===== config.mk =====
export PLATFORM = sky130hd
export DESIGN_NAME = silu_stage_ctrl
export DESIGN_NICKNAME = d
export VERILOG_FILES = /design/src/rtl/silu_stage_ctrl_pkg.sv /design/src/rtl/silu_stage_ctrl.sv
export SDC_FILE = /design/constraint.sdc
export NUM_CORES = 1
export LEC_CHECK = 0
export ABC_AREA = 1
export ABC_CLOCK_PERIOD_IN_PS = 2300
export CAP_MARGIN = 20
export CORE_AREA = 2 2 166 168
export DETAILED_ROUTE_END_ITERATION = 7
export DIE_AREA = 0 0 168 170
export GPL_TIMING_DRIVEN = 0
export PLACE_DENSITY = 0.65
export SYNTH_ARGS = -nofsm -noshare
export SYNTH_HDL_FRONTEND = slang
export SYNTH_SLANG_ARGS = --single-unit
export TNS_END_PERCENT = 30

===== constraint.sdc =====
create_clock -name clk -period 2.3 [get_ports clk]
set_clock_uncertainty 0.15 [all_clocks]
set_input_delay 0.46 -clock clk [delete_from_list [all_inputs] [get_ports clk]]
set_output_delay 0.46 -clock clk [all_outputs]
set_load 0.05 [all_outputs]

===== src/rtl/silu_stage_ctrl_pkg.sv =====
`default_nettype none
// +----------------------------------------------------------------------+
// | silu_stage_ctrl_pkg : shared types and widths for the SILU stage ctrl |
// | Rev 1.0                                                               |
// +----------------------------------------------------------------------+
package silu_stage_ctrl_pkg;

  localparam int IN_W         = 64;
  localparam int OUT_W        = 128;
  localparam int DATA_NUM_DEF = 192;

  typedef enum logic [2:0] {
    ST_IDLE  = 3'd0,
    ST_ARM   = 3'd1,
    ST_ISSUE = 3'd2,
    ST_DRAIN = 3'd3,
    ST_DONE  = 3'd4,
    ST_ERR   = 3'd5
  } state_t;

endpackage
`default_nettype wire


===== src/rtl/silu_stage_ctrl.sv =====
`default_nettype none
// +----------------------------------------------------------------------+
// | silu_stage_ctrl : streams one stage of beats through SILU and writes  |
// | the results back, with credit-limited issue and a result timeout.     |
// | Rev 1.0                                                               |
// +----------------------------------------------------------------------+
module silu_stage_ctrl
  import silu_stage_ctrl_pkg::*;
#(
  parameter int DATA_NUM     = DATA_NUM_DEF,
  parameter int ADDR_W       = 8,
  parameter int MAX_INFLIGHT = 16,
  parameter int TIMEOUT      = 4096
) (
  input  logic              clk,
  input  logic              rst,
  input  logic              i_cmd_start,
  input  logic              i_cmd_abort,
  input  logic [ADDR_W-1:0] i_cmd_src_base,
  input  logic [ADDR_W-1:0] i_cmd_dst_base,
  output logic              o_cmd_busy,
  output logic              o_cmd_done,
  output logic              o_cmd_err,
  output logic              o_src_rd_en,
  output logic [ADDR_W-1:0] o_src_rd_addr,
  input  logic [IN_W-1:0]   i_src_rd_data,
  output logic              o_silu_stage_start,
  output logic              o_silu_a_tvalid,
  output logic [IN_W-1:0]   o_silu_a_tdata,
  input  logic              i_silu_result_tvalid,
  input  logic [OUT_W-1:0]  i_silu_result_tdata,
  output logic              o_dst_wr_en,
  output logic [ADDR_W-1:0] o_dst_wr_addr,
  output logic [OUT_W-1:0]  o_dst_wr_data
);

  localparam int CNT_W = $clog2(DATA_NUM + 1);
  localparam int INF_W = $clog2(MAX_INFLIGHT + 1);
  localparam int TO_W  = $clog2(TIMEOUT);

  state_t             r_state;
  state_t             w_next;
  logic [CNT_W-1:0]   r_issue_cnt;
  logic [CNT_W-1:0]   r_recv_cnt;
  logic [INF_W-1:0]   r_inflight;
  logic [TO_W-1:0]    r_to_cnt;
  logic [ADDR_W-1:0]  r_src_base;
  logic [ADDR_W-1:0]  r_dst_base;
  logic               r_a_tvalid;
  logic               r_dst_wr_en;
  logic [ADDR_W-1:0]  r_dst_wr_addr;
  logic [OUT_W-1:0]   r_dst_wr_data;

  logic w_active;
  logic w_start_acc;
  logic w_rd_en;
  logic w_res_cnt;
  logic w_timeout;

  assign w_active    = (r_state == ST_ISSUE) || (r_state == ST_DRAIN);
  assign w_start_acc = (r_state == ST_IDLE) && i_cmd_start && !i_cmd_abort;
  assign w_rd_en     = (r_state == ST_ISSUE) && !i_cmd_abort &&
                       (r_issue_cnt < CNT_W'(DATA_NUM)) &&
                       (r_inflight < INF_W'(MAX_INFLIGHT));
  // A result with no outstanding credit is stray and must not be counted.
  assign w_res_cnt   = w_active && !i_cmd_abort && i_silu_result_tvalid &&
                       (r_inflight != '0);
  assign w_timeout   = (r_to_cnt == TO_W'(TIMEOUT - 1)) && !w_res_cnt;

  always_ff @(posedge clk) begin
    if (rst) r_state <= ST_IDLE;
    else     r_state <= w_next;
  end

  always_comb begin
    w_next = r_state;
    if (i_cmd_abort) begin
      w_next = ST_IDLE;
    end else begin
      case (r_state)
        ST_IDLE:  if (i_cmd_start) w_next = ST_ARM;
        ST_ARM:   w_next = ST_ISSUE;
        ST_ISSUE: begin
          if (w_timeout)                             w_next = ST_ERR;
          else if (r_issue_cnt == CNT_W'(DATA_NUM))  w_next = ST_DRAIN;
        end
        ST_DRAIN: begin
          if (r_recv_cnt == CNT_W'(DATA_NUM)) w_next = ST_DONE;
          else if (w_timeout)                 w_next = ST_ERR;
        end
        ST_DONE:  w_next = ST_IDLE;
        ST_ERR:   w_next = ST_IDLE;
        default:  w_next = ST_IDLE;
      endcase
    end
  end

  always_comb begin
    o_cmd_busy         = (r_state != ST_IDLE);
    o_cmd_done         = (r_state == ST_DONE) || (r_state == ST_ERR);
    o_cmd_err          = (r_state == ST_ERR);
    o_silu_stage_start = (r_state == ST_ARM) || w_active;
  end

  always_ff @(posedge clk) begin
    if (rst) begin
      r_issue_cnt   <= '0;
      r_recv_cnt    <= '0;
      r_inflight    <= '0;
      r_to_cnt      <= '0;
      r_src_base    <= '0;
      r_dst_base    <= '0;
      r_a_tvalid    <= 1'b0;
      r_dst_wr_en   <= 1'b0;
      r_dst_wr_addr <= '0;
      r_dst_wr_data <= '0;
    end else begin
      if (w_start_acc) begin
        r_src_base  <= i_cmd_src_base;
        r_dst_base  <= i_cmd_dst_base;
        r_issue_cnt <= '0;
        r_recv_cnt  <= '0;
        r_inflight  <= '0;
        r_to_cnt    <= '0;
      end else begin
        if (w_rd_en)   r_issue_cnt <= r_issue_cnt + 1'b1;
        if (w_res_cnt) r_recv_cnt  <= r_recv_cnt + 1'b1;
        case ({w_rd_en, w_res_cnt})
          2'b10:   r_inflight <= r_inflight + 1'b1;
          2'b01:   r_inflight <= r_inflight - 1'b1;
          default: r_inflight <= r_inflight;
        endcase
        if ((r_state == ST_ARM) || w_res_cnt) r_to_cnt <= '0;
        else if (w_active)                    r_to_cnt <= r_to_cnt + 1'b1;
      end
      r_a_tvalid    <= w_rd_en;
      r_dst_wr_en   <= w_res_cnt;
      r_dst_wr_addr <= w_res_cnt ? ADDR_W'(r_dst_base + ADDR_W'(r_recv_cnt)) : '0;
      r_dst_wr_data <= w_res_cnt ? i_silu_result_tdata : '0;
    end
  end

  assign o_src_rd_en   = w_rd_en;
  assign o_src_rd_addr = w_rd_en ? ADDR_W'(r_src_base + ADDR_W'(r_issue_cnt)) : '0;

  // Read data already in flight when an abort lands is dropped here.
  assign o_silu_a_tvalid = r_a_tvalid && !i_cmd_abort;
  assign o_silu_a_tdata  = o_silu_a_tvalid ? i_src_rd_data : '0;

  assign o_dst_wr_en   = r_dst_wr_en;
  assign o_dst_wr_addr = r_dst_wr_addr;
  assign o_dst_wr_data = r_dst_wr_data;

endmodule
`default_nettype wire

Word-level counts from Yosys, hierarchy flattened
Cells that the tools add are included.
{"block": "op_classes", "n_lt_le_gt_ge": 2, "muxes": 9, "n_eq_ne": 13, "addsub": 7, "bitwise": 1, "n_reduce_logical": 25}
{"op": "two-way mux 64 bit", "count": 1}
{"op": "adder 8 x 1 -> 8 bit, second input constant", "count": 2}
{"op": "adder 8 bit", "count": 2}
{"op": "equality test 8 bit, second input constant", "count": 2}
{"op": "two-way mux 3 bit", "count": 5}
{"op": "adder 12 x 1 -> 12 bit, second input constant", "count": 1}
{"op": "equality test 12 bit, second input constant", "count": 1}
{"op": "one-hot mux 3 bit (4 select lines)", "count": 1}
{"op": "logical AND 1 bit", "count": 10}
{"op": "one-hot mux 5 bit (2 select lines)", "count": 1}
{"op": "less-than comparator 8 bit, second input constant", "count": 1}
{"op": "two-way mux 8 bit", "count": 1}
{"op": "equality test 3 x 2 -> 1 bit, second input constant", "count": 2}
{"op": "equality test 3 bit, second input constant", "count": 2}
{"op": "inequality test 3 x 2 -> 1 bit, second input constant", "count": 2}
{"op": "OR reduction 2 bit", "count": 3}
{"op": "adder 5 x 1 -> 5 bit, second input constant", "count": 1}
{"op": "less-than comparator 5 bit, second input constant", "count": 1}
{"op": "nonzero test 5 bit", "count": 1}
{"op": "subtractor 5 x 1 -> 5 bit, second input constant", "count": 1}
{"op": "logical OR 1 bit", "count": 4}
{"op": "equality test 3 x 1 -> 1 bit, second input constant", "count": 1}
{"op": "logical NOT 3 bit", "count": 1}
{"op": "AND reduction 3 bit", "count": 1}
{"op": "8 further kinds", "count": 9}
{"block": "word_totals", "elab_cells": 68, "input_bits": 213, "ff_bits": 190}

Depth between registers and ports, before layout
Gate-level depths: netlist (run 1).
{"block": "depth", "depth_word": 10, "ltp_mapped": 17}

Least setup slack after synthesis (run 1)
Ideal clock, no wire load.
{"block": "synth_timing", "path_type": "input -> output", "from": "in i_cmd_abort", "to": "out o_src_rd_addr[2]", "arrival_time_ns": 2.055, "slack_ns": -0.365, "n_path_buf": 1, "stages": 6, "cell_sequence": "nor2_1 nand2_1 nor3_2 buf_2 o21ai_0 a21oi_1"}
{"block": "synth_via", "elab_chain_len": 5}
{"element": "start, declared", "line_no": "silu_stage_ctrl.sv:18", "rtl": "input logic i_cmd_abort,"}
{"element": "logical NOT 1 bit", "line_no": "silu_stage_ctrl.sv:62", "rtl": "assign w_rd_en = (r_state == ST_ISSUE) && !i_cmd_abort &&"}
{"element": "logical AND 1 bit (2 in series)", "line_no": "silu_stage_ctrl.sv:62"}
{"element": "logical AND 1 bit", "line_no": "silu_stage_ctrl.sv:63", "rtl": "(r_issue_cnt < CNT_W'(DATA_NUM)) &&"}
{"element": "named net o_src_rd_en", "line_no": "silu_stage_ctrl.sv:24", "rtl": "output logic o_src_rd_en,"}
{"element": "two-way mux 8 bit", "line_no": "silu_stage_ctrl.sv:144", "rtl": "assign o_src_rd_addr = w_rd_en ? ADDR_W'(r_src_base + ADDR_W'(r_issue_cnt)) : '0;"}
{"element": "end, declared", "line_no": "silu_stage_ctrl.sv:25", "rtl": "output logic [ADDR_W-1:0] o_src_rd_addr,"}
The timed path passes the listed nets, and every way through them passes these cells.

Worst setup path after layout (run 1)
{"block": "layout_timing", "from": "reg r_issue_cnt[0]", "to": "out o_src_rd_addr[6]"}
{"block": "layout_via", "elab_chain_len": 4, "word_cells_on_any_way": 5}
{"element": "start, declared", "line_no": "silu_stage_ctrl.sv:43", "rtl": "logic [CNT_W-1:0] r_issue_cnt;"}
{"element": "start signal, assigned", "line_no": "silu_stage_ctrl.sv:126", "rtl": "if (w_rd_en) r_issue_cnt <= r_issue_cnt + 1'b1;"}
{"element": "less-than comparator 8 bit", "line_no": "silu_stage_ctrl.sv:63"}
{"element": "logical AND 1 bit", "line_no": "silu_stage_ctrl.sv:62"}
{"element": "logical AND 1 bit", "line_no": "silu_stage_ctrl.sv:63"}
{"element": "two-way mux 8 bit *", "line_no": "silu_stage_ctrl.sv:144"}
Mark *: on every way between the ends. The rest lies on a longest branch, timed or not.

==> results of run 1 <==
[report_power, final]
part / leakage (nW) / internal [mW] / total [mW] / switching (mW)
clock: 0.278 / 1.45 / 2.91 / 1.46
sequential: 1.54 / 3.31 / 3.34 / 0.0260
combinational: 4.42 / 0.437 / 0.737 / 0.299
[cell usage after synthesis, drive strengths merged]
library cell | n | area, um^2
a21boi | 1 | 7.51
a21o | 4 | 30.0
a21oi | 51 | 259
a31oi | 2 | 12.5
a41oi | 1 | 8.76
buf | 23 | 185
clkbuf | 8 | 30.0
dfxtp | 190 | 3800
fa | 2 | 40.0
ha | 23 | 288
inv | 263 | 987
nand2 | 79 | 317
nand3 | 32 | 165
nand4 | 5 | 31.3
nor2 | 248 | 1110
nor3 | 15 | 85.1
o21a | 3 | 22.5
o21ai | 35 | 175
o21bai | 1 | 7.51
o31ai | 1 | 7.51
or2 | 2 | 12.5
xnor2 | 6 | 52.6
xor2 | 12 | 105
[critical path: cells and delay by family (launching register included)]
family                   cells  cell delay (ps)
AO/OA/AOI/OAI                1              170
adder cells (fa/ha/maj)      2              600
buffers and inverters        1              170
flip-flops                   1              360
AND/OR/NAND/NOR              2              180
[logic make-up after synthesis]
family	count (synthesis)	synth area share
and+or+nand+nor	381	0.222
buffers and inverters	294	0.155
DFF	190	0.491
AOI/OAI and AO/OA	99	0.0685
adders and majority gates	25	0.0423
xor gates and xnor gates	18	0.0204
[cell type report]
cell class / count / area share
diodes: 1 / 0.000186
plain buffers: 31 / 0.0188
clock buffers: 18 / 0.0319
clock inverters: 14 / 0.0105
inverters: 263 / 0.0748
multi-input cells: 523 / 0.224
flip-flops and latches: 190 / 0.286
well taps: 341 / 0.0318
repair buffers: 450 / 0.322
[stage by stage]
stage | area, um^2 | util | setup slack (ps)
2_1_floorplan | 7760 | - | -169
3_3_place_gp | 12500 | 0.468 | -1130
3_5_place_dp | 12500 | 0.468 | -1120
4_1_cts | 13000 | 0.489 | -249
5_1_grt | 13400 | 0.504 | -298
6_report | 13400 | 0.504 | -215
[sequential cells by signal (all words and copies together), names as in the netlist]
register,cells
r_to_cnt,12
r_recv_cnt,8
o_dst_wr_addr,8
r_src_base,8
o_dst_wr_en,1
r_issue_cnt,8
r_inflight,5
r_a_tvalid,1
r_dst_base,8
r_state,3
o_dst_wr_data,128
[how the worst max path moves through the flow]
stage	from	to	slack [ps]	depth (start not counted)
floorplan	i_cmd_abort	r_inflight[4]	-170	16
global placement	i_cmd_abort	o_silu_a_tdata[23]	-1130	7
detailed placement	i_cmd_abort	o_silu_a_tdata[23]	-1120	7
CTS	r_src_base[2]	o_src_rd_addr[5]	-250	9
global route	r_issue_cnt[1]	o_src_rd_addr[5]	-300	9
finish	r_issue_cnt[0]	o_src_rd_addr[6]	-210	6
[metal layers]
layer | up-vias | track usage | share of wire
met5 | - | 0 | 0.0010
met4 | 4 | 0.0552 | 0.026
met2 | 242 | 0.304 | 0.50
met3 | 41 | 0.0514 | 0.068
li1 | 3884 | - | -
met1 | 3258 | 0.203 | 0.41
[timing repair]
item | CTS | global route
setup endpoints to repair | 82 | 75
resized for setup | 422 | 152
gates cloned | 1 | 0
pin swaps | 13 | 15
buffers inserted | 5 | 17
==> metrics.txt, run 1 <==
result of the run=complete, but fails checks; violations in the final reports=negative setup slack; Top-Level Pins=428; largest net degree at the start of global routing=20; power per cell area=520 nW/um^2; final-layout fill cell count=2545; category of the worst setup path capture point=output pin; Multi-input gate area=3020 um^2; area of the mapped netlist=7740 um^2; clock tree from TritonCTS=done; sequential-to-total area share from yosys stat=0.491; setup-violating endpoint count in the final report=7; cell breakdown of the critical path=ha_4 > fa_2 > a41oi_2 > nor2_1 > nor2_2 > buf_6; Data required, critical path=1690 ps; Max clock buf depth=2; f_max=398 MHz; area of the die=28600 um^2; share of the cycle needed by the critical path after routing=1.09; worst hold slack after final layout=309 ps; CTS Buf Count=17; post-synthesis average cell area=7.69 um^2; residual DRC count=0; final critical delay including setup and external delays=2510 ps; number of H-tree branching levels=4; critical path fanouts, max=4; count of cell types in the netlist=38; final total power=6.98 mW; die extent in y=170 um; Post-Syn Instances=1007; Synth-to-Final Area Change=73.5%; post-route insts no fill=1831; Hold Path End=r_dst_base[0]; fraction of final layout cells with drive strength greater than 1=0.201; tightest slew margin relative to the limit=0.571; cell leakage power=6.24 nW; count of nets after finishing=1714; Critical Path AT=1900 ps; Root Driver=sky130_fd_sc_hd__clkbuf_16; origin of the critical flop-to-flop path=r_state[2]; worst ir drop on vdd=0.000353 V; FF-to-FF path depth=16; setup TNS=-1100 ps; Std-Cell Rows=60; wire length of the first global-routing pass=38.1 mm; launch point of the worst hold path=r_dst_base[0]; post-detailed-route via-to-cell ratio=4.06; number of antenna violations at the first check in global routing=3; number of cells after detailed placement=1775; final worst-path setup slack=-215 ps; Slew Limit Fails=0; slew at the pin closest to its max-slew limit=642 ps; WS Path Type=reg2out; category of the worst setup path launch point=flip-flop; most frequent cells in the layout=347 x sky130_fd_sc_hd__clkdlybuf4s50_1, 258 x sky130_fd_sc_hd__inv_1, 174 x sky130_fd_sc_hd__dfxtp_1; final weighted congestion of routability-driven global placement=0.809; Seq cells post-synth=190; final hold vios=0; # clock sinks=190; post-DR wirelength/cell=14.3 um; overflow left after global routing=0; most common cell after layout, fill and taps aside=sky130_fd_sc_hd__clkdlybuf4s50_1; detailed-placement wirelength estimate=20.9 mm; overall via count from detail_route=7429; Iter 0 DRT Violations=249; post-route ant nets=0; GRT Util Overall=0.173; starting density of the core=0.291; post-cts hold buffer count=0; vias in the first global route=6870; Yosys Warn Count=0; R2R setup slack=0 ps; terminus of the critical flop-to-flop path=r_inflight[4]; core box area=26700 um^2; floorplan die width=168 um; Sequential Area=3840 um^2; type of the most critical hold path=reg2reg; Syn Nets=1245; detailed-router iteration count before antenna repair=4; final wirelength=26.1 mm; Clock Latency Late Sink=430 ps; instance count along the most critical hold path=2; highest cell delay on the worst timing path=420 ps; cell with the biggest individual delay on the critical path=sky130_fd_sc_hd__fa_2; setup repair after global routing missed its margin=true; clock-pin slew on the worst setup and hold paths=80 ps; port bufs=427; number of maximum-capacitance violations=0
No activity file was read; power rests on OpenSTA's default activity.
==> inputs of run 2 (changes only) <==
REMOVE_ABC_BUFFERS = 1   (was default)
==> run 2 against run 1 <==
  * The run still ends with negative setup slack left
  * Setup slack improved by 31 ps
  * Critical path type unchanged
  * Core utilization decreased by 0.24 points
  * Clock power increased by 3%
  * Critical endpoint is now o_src_rd_addr[5]
  * Fmax increased by 1.2%
==> metrics.txt, run 2 (synthesis results as in run 1) <==
fraction of final layout cells with drive strength greater than 1=0.190; largest net degree at the start of global routing=97; port bufs=427; setup-violating endpoint count in the final report=9; floorplan die width=168 um; final worst-path setup slack=-184 ps; overall via count from detail_route=7459; highest cell delay on the worst timing path=360 ps; origin of the critical flop-to-flop path=r_inflight[2]; category of the worst setup path launch point=flip-flop; violations in the final reports=negative setup slack; die extent in y=170 um; power per cell area=529 nW/um^2; launch point of the worst hold path=i_cmd_abort; clock-pin slew on the worst setup and hold paths=80 ps; category of the worst setup path capture point=output pin; f_max=403 MHz; number of H-tree branching levels=4; worst ir drop on vdd=0.000407 V; post-DR wirelength/cell=14.5 um; residual DRC count=0; cell leakage power=6.16 nW; final wirelength=26.1 mm; Synth-to-Final Area Change=72.7%; Critical Path AT=1870 ps; type of the most critical hold path=in2reg; vias in the first global route=7208; Std-Cell Rows=60; final weighted congestion of routability-driven global placement=0.831; CTS Buf Count=17; GRT Util Overall=0.177; core box area=26700 um^2; tightest slew margin relative to the limit=0.582; setup repair after global routing missed its margin=true; cell breakdown of the critical path=ha_4 > a21oi_2 > nand2_2 > nand2_1 > nand2_1 > a21oi_2 > nor2_1 > nor2_1 > buf_6; critical path fanouts, max=3; detailed-placement wirelength estimate=20.1 mm; Max clock buf depth=2; starting density of the core=0.291; final critical delay including setup and external delays=2480 ps; Top-Level Pins=428; pre-CTS setup slack=-1430 ps; max FFs per register=128; count of nets after finishing=1686; post-detailed-route via-to-cell ratio=4.14; number of maximum-capacitance violations=0; number of antenna violations at the first check in global routing=3; Slew Limit Fails=0; WS Path Type=reg2out; most common cell after layout, fill and taps aside=sky130_fd_sc_hd__clkdlybuf4s50_1; # clock sinks=190; Clock Latency Late Sink=430 ps; R2R setup slack=-40 ps; result of the run=complete, but fails checks; number of cells after detailed placement=1746; setup TNS=-971 ps; share of the cycle needed by the critical path after routing=1.08; final hold vios=0; clock tree from TritonCTS=done; post-cts hold buffer count=0; post-route insts no fill=1802; detailed-router iteration count before antenna repair=4; cell with the biggest individual delay on the critical path=sky130_fd_sc_hd__dfxtp_4; Root Driver=sky130_fd_sc_hd__clkbuf_16; post-route ant nets=0; antenna fix cells=0; wire length of the first global-routing pass=38.6 mm; critical path startpoint=r_issue_cnt[2]; slew at the pin closest to its max-slew limit=629 ps; overflow left after global routing=0; Iter 0 DRT Violations=182; most frequent cells in the layout=346 x sky130_fd_sc_hd__clkdlybuf4s50_1, 254 x sky130_fd_sc_hd__inv_1, 173 x sky130_fd_sc_hd__dfxtp_1; area of the die=28600 um^2; Data required, critical path=1690 ps
==> run 2: cell types whose count changed in the layout (fill, tap and decap cells not counted), sizes merged, moves of 4 or more <==
cell | previous run | this run
buf | 94 | 73
clkbuf | 48 | 20
clkdlybuf4s15 | 6 | 16
clkinv | 4 | 8
dlygate4sd2 | 3 | 11
inv | 272 | 267
==> run 2: routing by layer <==
metal | global-route usage | share of wire | vias to the layer above | wire, um
li1 | - | - | 3828 | -
met1 | 0.159 | 0.34 | 3281 | 8760
met2 | 0.346 | 0.53 | 318 | 13800
met3 | 0.0795 | 0.11 | 30 | 2820
met4 | 0.0647 | 0.024 | 2 | 620
met5 | 0 | 0.00050 | - | 13
==> run 2: final timing paths <==
check	end	depth (start not counted)
worst max-delay path	o_src_rd_addr[5]	9
worst min-delay path	r_state[2]	4
worst max register to register	r_inflight[4]	15
worst min register to register	r_dst_base[0]	2
==> run 2: worst max-delay path: cells and delay by family, from the launching register on <==
family,cells,cell delay [ps]
simple gates,5,370
flops,1,360
compound gates,2,290
fa+ha+maj,1,250
buf+inv,1,170
==> run 2: what timing repair did <==
| item | 4_1_cts | 5_1_grt |
|---|---|---|
| setup endpoints to repair | 116 | 78 |
| pin swaps | 17 | 16 |
| hold endpoints to repair | 0 | 0 |
| gates resized for setup | 405 | 76 |
| gates cloned | 1 | 1 |
| setup buffers | 18 | 4 |
==> run 2: final cells by class <==
cell class	instances	area, um^2
well taps	341	427
multi-input cells	524	3070
clock inverters	15	189
clock buffers	17	425
repair buffers	452	4410
fillers	2570	13300
flip-flops and latches	190	3840
inverters	263	1010
==> run 2: through the flow <==
stage	total power [mW]	utilization	instance area, um^2	hold slack, ps
floorplan	3.65	-	7530	278
finish	7.08	0.502	13400	231
global placement	4.09	0.459	12200	289
global route	7.38	0.502	13400	255
CTS	7.16	0.493	13100	309
detailed placement	4.10	0.461	12300	293
==> run 2: report_power, final <==
group	switching [mW]	total (mW)	leakage (nW)	internal [mW]
Combinational	0.304	0.735	4.32	0.431
Clock	1.52	3.01	0.295	1.49
Sequential	0.0270	3.34	1.54	3.31
Total	1.85	7.08	6.16	5.23
